**src/rtl/decode_stage.sv**
```systemverilog
// decode_stage: instruction queue followed by a registered MIPS-style decoder.
// Fetch pushes 32-bit instructions into a DEPTH-entry circular FIFO. The head
// is decoded combinationally and captured in an output register that uses a
// valid/ready handshake.
// Optional feature macro: DECODE_ILLEGAL_EN adds an 'illegal' output. When it
// is set, unrecognised encodings are turned into harmless no-ops.
module decode_stage #(
    parameter int DEPTH = 4,
    parameter int CNT_W = 3
) (
    input  logic             clk,
    input  logic             rst,
    input  logic [31:0]      in_instr,
    input  logic             in_valid,
    output logic             in_ready,
    input  logic             flush,
    output logic             out_valid,
    input  logic             out_ready,
    output logic             data_mem_wren,
    output logic             reg_file_wren,
    output logic             reg_file_dmux_sel,
    output logic             reg_file_rmux_sel,
    output logic             alu_mux_sel,
    output logic [3:0]       alu_op,
    output logic [2:0]       pc_control,
    output logic [4:0]       rs,
    output logic [4:0]       rt,
    output logic [4:0]       rd,
    output logic [4:0]       shamt,
    output logic [31:0]      imm_ext,
    output logic [25:0]      jaddr,
`ifdef DECODE_ILLEGAL_EN
    output logic             illegal,
`endif
    output logic [CNT_W-1:0] count
);

    localparam int PTR_W = $clog2(DEPTH);

    logic [31:0]      mem [DEPTH];
    logic [PTR_W-1:0] wr_ptr;
    logic [PTR_W-1:0] rd_ptr;
    logic             push;
    logic             load;

    logic [31:0] head;
    logic [5:0]  op;
    logic [5:0]  funct;

    logic        d_dmem;
    logic        d_wren;
    logic        d_dmux;
    logic        d_rmux;
    logic        d_amux;
    logic [3:0]  d_alu;
    logic [2:0]  d_pc;
    logic [4:0]  d_rs;
    logic [4:0]  d_rt;
    logic [4:0]  d_rd;
    logic [4:0]  d_shamt;
    logic [31:0] d_imm;
    logic [25:0] d_jaddr;

    // in_ready depends only on registered occupancy, so it is glitch-free
    // and never forms a loop with in_valid.
    assign in_ready = (count != CNT_W'(DEPTH));
    assign push     = in_valid && in_ready;
    assign load     = (count != '0) && (!out_valid || out_ready);

    assign head  = mem[rd_ptr];
    assign op    = head[31:26];
    assign funct = head[5:0];

`ifdef DECODE_ILLEGAL_EN
    logic d_known;

    // Flags whether the head holds an opcode/funct combination we support.
    always_comb begin
        d_known = 1'b0;
        case (op)
            6'h00: begin
                case (funct)
                    6'h00, 6'h02, 6'h03, 6'h08, 6'h09,
                    6'h20, 6'h21, 6'h22, 6'h23, 6'h24,
                    6'h25, 6'h26, 6'h27, 6'h2A: d_known = 1'b1;
                    default:                    d_known = 1'b0;
                endcase
            end
            6'h02, 6'h03, 6'h04, 6'h05, 6'h08, 6'h09, 6'h0A, 6'h0C, 6'h0D,
            6'h20, 6'h21, 6'h22, 6'h23, 6'h24, 6'h25, 6'h26,
            6'h2A, 6'h2B: d_known = 1'b1;
            default:      d_known = 1'b0;
        endcase
    end
`endif

    // Decodes the queue head into unit controls and register/immediate fields.
    always_comb begin
        d_rs    = head[25:21];
        d_rt    = head[20:16];
        d_rd    = 5'd0;
        d_shamt = head[10:6];
        d_imm   = {{16{head[15]}}, head[15:0]};
        d_jaddr = 26'd0;
        d_alu   = 4'b1111;
        d_pc    = 3'b000;
        d_dmem  = 1'b0;
        d_wren  = 1'b1;
        d_dmux  = 1'b1;
        d_rmux  = 1'b0;
        d_amux  = 1'b0;
        case (op)
            6'h00: begin
                d_rd   = head[15:11];
                d_imm  = 32'd0;
                d_rmux = 1'b1;
                d_amux = 1'b1;
                case (funct)
                    6'h00: d_alu = 4'b1000;
                    6'h02: d_alu = 4'b1001;
                    6'h03: d_alu = 4'b1010;
                    6'h08, 6'h09: begin
                        d_pc   = 3'b010;
                        d_wren = 1'b0;
                    end
                    6'h20: d_alu = 4'b1011;
                    6'h21: d_alu = 4'b0010;
                    6'h22: d_alu = 4'b1110;
                    6'h23: d_alu = 4'b0110;
                    6'h24: d_alu = 4'b0000;
                    6'h25: d_alu = 4'b0001;
                    6'h26: d_alu = 4'b0011;
                    6'h27: d_alu = 4'b0100;
                    6'h2A: d_alu = 4'b0111;
                    default: d_alu = 4'b1111;
                endcase
            end
            6'h02, 6'h03: begin
                d_rs    = 5'd0;
                d_rt    = 5'd0;
                d_shamt = 5'd0;
                d_imm   = 32'd0;
                d_jaddr = head[25:0];
                d_pc    = 3'b001;
                d_wren  = 1'b0;
                d_amux  = 1'b1;
            end
            6'h04: begin
                d_alu  = 4'b1110;
                d_pc   = 3'b011;
                d_wren = 1'b0;
            end
            6'h05: begin
                d_alu  = 4'b1110;
                d_pc   = 3'b100;
                d_wren = 1'b0;
            end
            6'h08: d_alu = 4'b1011;
            6'h09: d_alu = 4'b0010;
            6'h0A: d_alu = 4'b0111;
            6'h0C: begin
                d_alu = 4'b0000;
                d_imm = {16'd0, head[15:0]};
            end
            6'h0D: begin
                d_alu = 4'b0001;
                d_imm = {16'd0, head[15:0]};
            end
            6'h20, 6'h21, 6'h22, 6'h23, 6'h24, 6'h25, 6'h26: begin
                d_alu  = 4'b1011;
                d_dmux = 1'b0;
            end
            6'h2A, 6'h2B: begin
                d_alu  = 4'b1011;
                d_dmem = 1'b1;
                d_wren = 1'b0;
            end
            default: d_alu = 4'b1111;
        endcase
`ifdef DECODE_ILLEGAL_EN
        if (!d_known) begin
            d_wren = 1'b0;
            d_dmem = 1'b0;
            d_pc   = 3'b000;
            d_alu  = 4'b1111;
        end
`endif
    end

    // Queue storage; no reset needed because count/pointers gate every read.
    always_ff @(posedge clk) begin
        if (!rst && !flush && push) begin
            mem[wr_ptr] <= in_instr;
        end
    end

    // Pointers, occupancy and the decoded output register.
    always_ff @(posedge clk) begin
        if (rst) begin
            wr_ptr            <= '0;
            rd_ptr            <= '0;
            count             <= '0;
            out_valid         <= 1'b0;
            data_mem_wren     <= 1'b0;
            reg_file_wren     <= 1'b0;
            reg_file_dmux_sel <= 1'b0;
            reg_file_rmux_sel <= 1'b0;
            alu_mux_sel       <= 1'b0;
            alu_op            <= '0;
            pc_control        <= '0;
            rs                <= '0;
            rt                <= '0;
            rd                <= '0;
            shamt             <= '0;
            imm_ext           <= '0;
            jaddr             <= '0;
`ifdef DECODE_ILLEGAL_EN
            illegal           <= 1'b0;
`endif
        end else if (flush) begin
            wr_ptr    <= '0;
            rd_ptr    <= '0;
            count     <= '0;
            out_valid <= 1'b0;
        end else begin
            if (push) begin
                wr_ptr <= wr_ptr + PTR_W'(1);
            end
            if (load) begin
                rd_ptr            <= rd_ptr + PTR_W'(1);
                out_valid         <= 1'b1;
                data_mem_wren     <= d_dmem;
                reg_file_wren     <= d_wren;
                reg_file_dmux_sel <= d_dmux;
                reg_file_rmux_sel <= d_rmux;
                alu_mux_sel       <= d_amux;
                alu_op            <= d_alu;
                pc_control        <= d_pc;
                rs                <= d_rs;
                rt                <= d_rt;
                rd                <= d_rd;
                shamt             <= d_shamt;
                imm_ext           <= d_imm;
                jaddr             <= d_jaddr;
`ifdef DECODE_ILLEGAL_EN
                illegal           <= !d_known;
`endif
            end else if (out_valid && out_ready) begin
                out_valid <= 1'b0;
            end
            case ({push, load})
                2'b10:   count <= count + CNT_W'(1);
                2'b01:   count <= count - CNT_W'(1);
                default: count <= count;
            endcase
        end
    end

endmodule

```
**config.mk**
```make
export PLATFORM = sky130hd
export DESIGN_NAME = decode_stage
export DESIGN_NICKNAME = d
export VERILOG_FILES = /design/src/rtl/decode_stage.sv
export SDC_FILE = /design/constraint.sdc
export NUM_CORES = 1
export LEC_CHECK = 0
export ABC_CLOCK_PERIOD_IN_PS = 3000
export BUFFER_PORTS_ARGS = -buffer_cell sky130_fd_sc_hd__buf_2
export CORE_MARGIN = 2
export CORE_UTILIZATION = 30
export DETAILED_ROUTE_END_ITERATION = 12
export GPL_TIMING_DRIVEN = 1
export HOLD_SLACK_MARGIN = 0.03
export PLACE_DENSITY_LB_ADDON = 0.2
export REMOVE_ABC_BUFFERS = 1
export SYNTH_ARGS = -nofsm -noshare
export SYNTH_HDL_FRONTEND = slang
export SYNTH_SLANG_ARGS = --single-unit
```
**constraint.sdc**
```tcl
create_clock -name clk -period 3 [get_ports clk]
set_clock_uncertainty 0.2 [all_clocks]
set_input_delay 0.6 -clock clk [delete_from_list [all_inputs] [get_ports clk]]
set_output_delay 0.6 -clock clk [all_outputs]
set_load 0.01 [all_outputs]
```
# [Yosys cells after proc, flatten, opt, wreduce, memory -nomap -nowiden]
# Memories as Yosys holds them, arrays and structs flattened. A register that Yosys moved wholly into a read port is not among the register bits.
# Cells that the tools add are included.
[word_totals] reg_bits=98 inputBits=37 ram_bits=128 memories=1
[memory_table] name="mem" depth=4 word_bits=32 rd=1 rd_ports_with_merged_regs=1 wr=1 line_no="40" source="logic [31:0] mem [DEPTH];"
[op_classes] n_reduce_logical=25 n_eq_ne=34 bitwise_logic=1 mux=23 n_addsub=4
[op_table] operator="6-bit equality test (second input constant)" count=18
[op_table] operator="32-bit one-hot mux with 2 select lines" count=1
[op_table] operator="4-bit one-hot mux with 12 select lines" count=1
[op_table] operator="6-bit by 4-bit equality test with 1-bit output (second input constant)" count=7
[op_table] operator="4-bit one-hot mux with 7 select lines" count=1
[op_table] operator="26-bit two-way mux" count=1
[op_table] operator="6-bit by 2-bit equality test with 1-bit output (second input constant)" count=4
[op_table] operator="5-bit two-way mux" count=4
[op_table] operator="6-bit by 3-bit equality test with 1-bit output (second input constant)" count=2
[op_table] operator="6-bit logical NOT" count=2
[op_table] operator="3-bit one-hot mux with 4 select lines" count=1
[op_table] operator="2-bit OR reduction" count=6
[op_table] operator="10-bit OR reduction" count=1
[op_table] operator="1-bit two-way mux" count=9
[op_table] operator="7-bit OR reduction" count=1
[op_table] operator="2-bit two-way mux" count=3
[op_table] operator="3-bit one-hot mux with 2 select lines" count=1
[op_table] operator="6-bit OR reduction" count=1
[op_table] operator="1-bit logical AND" count=5
[op_table] operator="2-bit by 1-bit adder with 2-bit output (second input constant)" count=2
[op_table] operator="2-bit nonzero test" count=2
[op_table] operator="3-bit by 1-bit adder with 3-bit output (second input constant)" count=1
[op_table] operator="1-bit logical NOT" count=3
[op_table] operator="3-bit inequality test (second input constant)" count=1
[op_table] operator="9 further kinds" count=9

# [Logic depth before layout (Yosys ltp)]
# Gate-level depths: netlist of the first run.
[logic_depth] ltp_word=5 mapped_depth=9 mapped_depth_nobuf=9

# [Worst setup path after synthesis of the first run]
# No wires, ideal clock.
[synth_path] path_kind="input to register" from="in flush" to="mem mem[0][0] (enable)" arrival_ns=2.056 required_ns=2.408 path_stages=4 path_slack_ns=0.352 path_cell_list="or2_2 clkbuf_1 nor2_1 and2_1"
[synth_via] elab_chain_len=5
[synth_lines] element="start, declared" line_no="16" source="input logic flush,"
[synth_lines] element="1-bit logical NOT" line_no="192" source="if (!rst && !flush && push) begin"
[synth_lines] element="1-bit logical AND (2 in a row)" line_no="192"
[synth_lines] element="1-bit two-way mux" line_no="192"
[synth_lines] element="1-bit two-way mux (implied by the code)" line_no="193" source="mem[wr_ptr] <= in_instr;"
[synth_lines] element="end, declared" line_no="40"
# Every way passes these cells.

==> summary.md, run 1 <==
| Metric | Value |
|---|---|
| Status | `complete, no violations` |
| Most frequent cells in the layout | `buf_2, edfxtp_1, dfxtp_1, nand2_1, a21oi_1` |
| IO Port Bufs | `131` |
| Initial antenna violation count | `5` |
| Grt ovf | `0` |
| Async set-reset flop share out of synthesis | `0` |
| Routed wire per std cell | `17.7 um` |
| Setup Viol. Count Final | `0` |
| Via Count | `5219` |
| Synth unique cells | `46` |
| Routed Antenna Nets | `0` |
| Cell Pwr Density | `665 nW/um^2` |
| Crit path kind | `flop to flop` |
| Slew margin rel. | `0.650` |
| Ys flop type | `edfxtp_1` |
| Maximum vdd drop | `0.000314 V` |
| Fin nets | `788` |
| Post-CTS Resized | `0` |
| Hold Crit Class | `primary input to flop` |
| Initial DRC count | `497` |
| CTS tree | `built` |
| Root buffer cell | `clkbuf_16` |
| Leakage | `3.59 nW` |
| Sequential share of the synthesized area | `0.674` |
| Chip Width | `170 um` |
| Final Max Slew Viols | `0` |
| Yosys top cell area share | `0.467` |
| Placed cell count | `1060` |
| Die Y | `170 um` |
| XOR/XNOR share of the synthesized area | `0.00852` |
| Most common cell after layout, fill and taps aside | `buf_2` |
| Initial Util | `0.305` |
| CTS sink count | `213` |
| Largest family of logic cells by synthesized area | `simple AND/OR/NAND/NOR gates` |
| CP startpoint kind | `flop` |
| Largest area contributor in the netlist | `edfxtp_1` |
| CTS max path bufs | `3` |
| Main area contributors after synthesis | `edfxtp_1, dfxtp_1, mux4_2, a21oi_1, nand3_1` |
| Routed WL | `19500 um` |
| Post-CTS Setup Bufs | `0` |
| Period utilisation layout | `0.893` |
| Synth Area in Compound Gates | `0.0633` |
| Area grow syn2layout | `22.0%` |
| Final std cells w/o fill | `1105` |
| Clock Pin Slew Worst Setup and Hold Paths | `60 ps` |
| Hold-fix buffers at CTS | `0` |
| H-Tree Depth | `1` |
| DR pass1 iterations | `4` |
| Post-synth EDFFs | `128` |
| Mapped Cells | `621` |
| CP required | `3170 ps` |
| Clock buffer count from CTS | `24` |
| Largest net degree at the start of global routing | `74` |
| Synth Cell Area | `8220 um^2` |
| Hold WS | `104 ps` |
| Critical-path maximum fanout | `16` |
| Vias in the first global route | `5116` |
| Post-DP HPWL | `12600 um` |
| Worst skew pair latency | `510 ps` |
| Die ar. | `28800 um^2` |
| DR vias/cell | `4.72` |
| Synthesized flop and latch total | `213` |
| Final GP Congestion | `0.760` |
| Fmax | `373 MHz` |
| Fraction of layout cells with a size suffix above 1 | `0.312` |
| Core area | `27000 um^2` |
| Critical Path End Type | `flop` |
| Post-synthesis mux area share | `0.0890` |
| I/O pins | `132` |
| FILL cells | `2580` |
| Post-layout min period | `2680 ps` |
| Max-Cap Viols | `0` |
| Syn Area/Cell | `13.2 um^2` |
| DRC viols | `0` |
| Fin. Hold Viols | `0` |
| Worst-Margin Slew | `526 ps` |
| Unrepaired setup endpoints after global routing | `false` |
| Synth warnings | `0` |
| Worst Path Arrival | `2850 ps` |
| Site row count | `60` |
| Post-synthesis adder-cell area fraction | `0.0100` |
| Synth Area in Simple Gates | `0.117` |
| Global-route wire length before repair | `30000 um` |
| Tot GR Track Use | `0.135` |
## per-layer routing
layer / track usage / part of all wire
met1: 0.182 / 0.46
met2: 0.216 / 0.47
met3: 0.0329 / 0.057
met4: 0.0368 / 0.019
met5: 0 / 0.0024
## worst paths after layout
path / from / endpoint / slack [ps] / cells past startpoint
setup reg to reg: flop / alu_op[3] / 320 / 6
setup / recovery: flop / alu_op[3] / 320 / 6
hold reg to reg: pc_control[1] / pc_control[1] / 250 / 2
hold / removal: in_instr[18] / mem[0][18] / 100 / 1
## state kept, by name, summed over array words and instances (netlist names), 2 cells and up, named ones only
signal      count
count           3
mem           128
rd              5
rd_ptr          2
pc_control      3
alu_op          4
rt              5
rs              5
imm_ext        17
shamt           5
jaddr          26
wr_ptr          2
## worst max-delay path, cell delays in order (launching register included)
cell and delay [ps]:
dfxtp_2 440, buf_4 360, mux4_2 640, or2_2 350
mux2_2 270, o21ai_0 160, a311oi_1 110
## power by group
part | switching (W) | internal [W]
combinational | 0.000327 | 0.000199
clock | 0.00113 | 0.00182
sequential | 0.0000364 | 0.00317
## per-stage QoR
| stage | setup WS, ps | power, W | setup TNS (ps) | area, um^2 | util |
|---|---|---|---|---|---|
| global placement | 354 | 0.00380 | 0 | 9220 | 0.342 |
| finish | 320 | 0.00668 | 0 | 10000 | 0.372 |
| floorplan | -1960 | 0.00357 | -137090 | 7940 | - |
| global route | 114 | 0.00694 | 0 | 10000 | 0.372 |
| detailed placement | 284 | 0.00380 | 0 | 9220 | 0.342 |
| CTS | 282 | 0.00677 | 0 | 10000 | 0.372 |
## Yosys cell counts, drive strengths merged, types with 6 or more instances
master  instances
clkbuf         29
nor3            6
edfxtp        128
nor2           25
nand3          65
dfxtp          85
mux4           32
inv             7
nand2b          8
nand2          77
buf            25
a21oi          73
## cell type report
class                   count  area, um^2  area share
flip-flops and latches    213        5550       0.553
inverters                   7        26.3     0.00262
clock inverters            11         106      0.0106
well taps                 341         427      0.0425
clock buffers              33         707      0.0704
diodes                      1        2.50    0.000249
repair buffers            152         838      0.0835
multi-input cells         347        2380       0.237
## kinds of logic after synthesis
kind of cell | after synthesis
xor+xnor | 8
mux | 33
simple gates | 206
compound gates | 94
buf+inv | 61
flops | 213
fa+ha+maj | 6
Power figures use the tool's default switching activity.
==> run 2: changes to the inputs <==
==> constraint.sdc (replaced) <==
create_clock -name clk -period 3 [get_ports clk]
set_clock_uncertainty 0.2 [all_clocks]
set_input_delay 0.45 -clock clk [delete_from_list [all_inputs] [get_ports clk]]
set_output_delay 0.45 -clock clk [all_outputs]
set_load 0.01 [all_outputs]
==> run 2 against run 1 <==
Sequential share of layout area shrank 1.7 points. Fmax grew 3.8%. Routed wire length shrank 1.1%. Sequential cell count is the same. Clock-buffer cell count shrank 1. Critical endpoint is now alu_mux_sel. Largest cell class unchanged. Highest routed layer unchanged.
==> summary.md, run 2 (synthesis results as in run 1) <==
| Metric | Value |
|---|---|
| Status | `complete, no violations` |
| Clock Pin Slew Worst Setup and Hold Paths | `60 ps` |
| Top Registers | `mem: 128 flops, jaddr: 26 flops, imm_ext: 17 flops` |
| Fin nets | `820` |
| Hold path endpoint | `out_valid` |
| CP required | `3250 ps` |
| FILL cells | `2596` |
| Routed WL | `19300 um` |
| Worst-Margin Slew | `448 ps` |
| Core area | `27000 um^2` |
| Die Y | `170 um` |
| Grt ovf | `0` |
| Cell Pwr Density | `632 nW/um^2` |
| Worst skew pair latency | `520 ps` |
| CP startpoint kind | `flop` |
| Initial Util | `0.305` |
| Period utilisation layout | `0.860` |
| Most frequent cells in the layout | `buf_2, edfxtp_1, dfxtp_1, nand2_1, a21oi_1` |
| Leakage | `3.70 nW` |
| CTS sink count | `213` |
| DR pass1 iterations | `4` |
| M2 GR Usage | `0.224` |
| Global routing usage on met1 | `0.180` |
| Slew margin rel. | `0.699` |
| Most common cell after layout, fill and taps aside | `buf_2` |
| Hold-fix buffers at CTS | `33` |
| Tot GR Track Use | `0.135` |
| Fmax | `387 MHz` |
| Max-Cap Viols | `0` |
| Critical-path maximum fanout | `18` |
| Routed wire per std cell | `17.0 um` |
| Placed cell count | `1058` |
| Setup Viol. Count Final | `0` |
| Hold_sp | `out_ready` |
| Chip Width | `170 um` |
| Maximum vdd drop | `0.000367 V` |
| Post-CTS Setup Bufs | `0` |
| Hold path depth | `4` |
| Fraction of layout cells with a size suffix above 1 | `0.299` |
| Final GP Congestion | `0.721` |
| Critical Path End Type | `flop` |
| Post-DP HPWL | `12400 um` |
| Post-CTS Resized | `0` |
| DRC viols | `0` |
| R2R cell count | `6` |
| Reg2reg end | `alu_mux_sel` |
| Global Route met3 Usage | `0.0296` |
| Overall power | `0.00654 W` |
| Global-route wire length before repair | `30600 um` |
| IO Port Bufs | `131` |
| Busiest grt layer | `met2` |
| Clock buffer count from CTS | `25` |
| H-Tree Depth | `1` |
| Largest net degree at the start of global routing | `77` |
| Area grow syn2layout | `25.8%` |
| Root buffer cell | `clkbuf_16` |
| Die ar. | `28800 um^2` |
| Hold Crit Class | `primary input to flop` |
| Max reg flops | `128` |
| CTS tree | `built` |
| Site row count | `60` |
| DR vias/cell | `4.66` |
| Fin. Hold Viols | `0` |
| I/O pins | `132` |
| Top reg by flops | `mem` |
| Initial DRC count | `359` |
| Worst R2R Setup Slack | `420 ps` |
| CTS max path bufs | `3` |
| Vias in the first global route | `5400` |
| Unrepaired setup endpoints after global routing | `false` |
| Initial antenna violation count | `2` |
| Post-layout min period | `2580 ps` |
| Fin Setup TNS | `0 ps` |
| Final std cells w/o fill | `1138` |
| Worst Path Arrival | `2830 ps` |
| Final Max Slew Viols | `0` |
| Via Count | `5301` |
| Crit path kind | `flop to flop` |
| Routed Antenna Nets | `0` |
==> run 2: changes by cell type in the layout (fill, tap and decap cells not counted), sizes merged <==
cell         before  now
buf             152  150
bufinv            2    0
clkbuf           33   32
clkinv            9   10
clkinvlp          0    3
dlygate4sd3       0   33
inv               7    8
==> run 2: power breakdown <==
group / internal (W) / switching, W / leakage, nW
sequential: 0.00317 / 0.0000358 / 1.84
combinational: 0.000231 / 0.000332 / 1.48
clock: 0.00161 / 0.00117 / 0.374
==> run 2: critical path, stage by stage (launching register included) <==
cell	delay [ps]
dfxtp_2	420
mux4_2	630
or3_4	460
a211o_1	240
buf_4	210
or2_1	240
a21oi_2	100
==> run 2: how the worst max path moves through the flow <==
| stage | start | end | slack (ps) | depth (start not counted) |
|---|---|---|---|---|
| 2_1_floorplan | out_ready | pc_control[1] | -1810 | 4 |
| 3_3_place_gp | flop | alu_op[2] | 410 | 6 |
| 3_5_place_dp | flop | reg_file_wren | 390 | 5 |
| 4_1_cts | flop | alu_op[2] | 380 | 6 |
| 5_1_grt | flop | reg_file_wren | 210 | 5 |
| 6_report | flop | alu_mux_sel | 420 | 6 |
==> run 2: layer usage <==
metal | vias up | wire length [um]
met2 | 135 | 9150
met3 | 27 | 1110
met4 | 2 | 305
li1 | 2582 | -
met1 | 2555 | 8730
met5 | - | 13
==> run 2: area by class of cell <==
cell class	count	area [um^2]	share of cell area
Sequential cell	213	5550	0.536
Clock buffer	32	682	0.0659
Timing Repair Buffer	183	1200	0.116
Clock inverter	14	78.8	0.00762
Antenna cell	1	2.50	0.000242
Multi-Input combinational cell	347	2380	0.230
Tap cell	341	427	0.0412
Inverter	7	26.3	0.00254
==> run 2: through the flow <==
step	hold slack [ps]	utilization	cell area [um^2]	setup WS [ps]
after floorplan	269	-	7940	-1810
after detailed placement	240	0.343	9250	392
after global placement	239	0.343	9250	408
after CTS	51.9	0.384	10300	376
final	68.2	0.384	10300	419
after global routing	109	0.384	10300	214
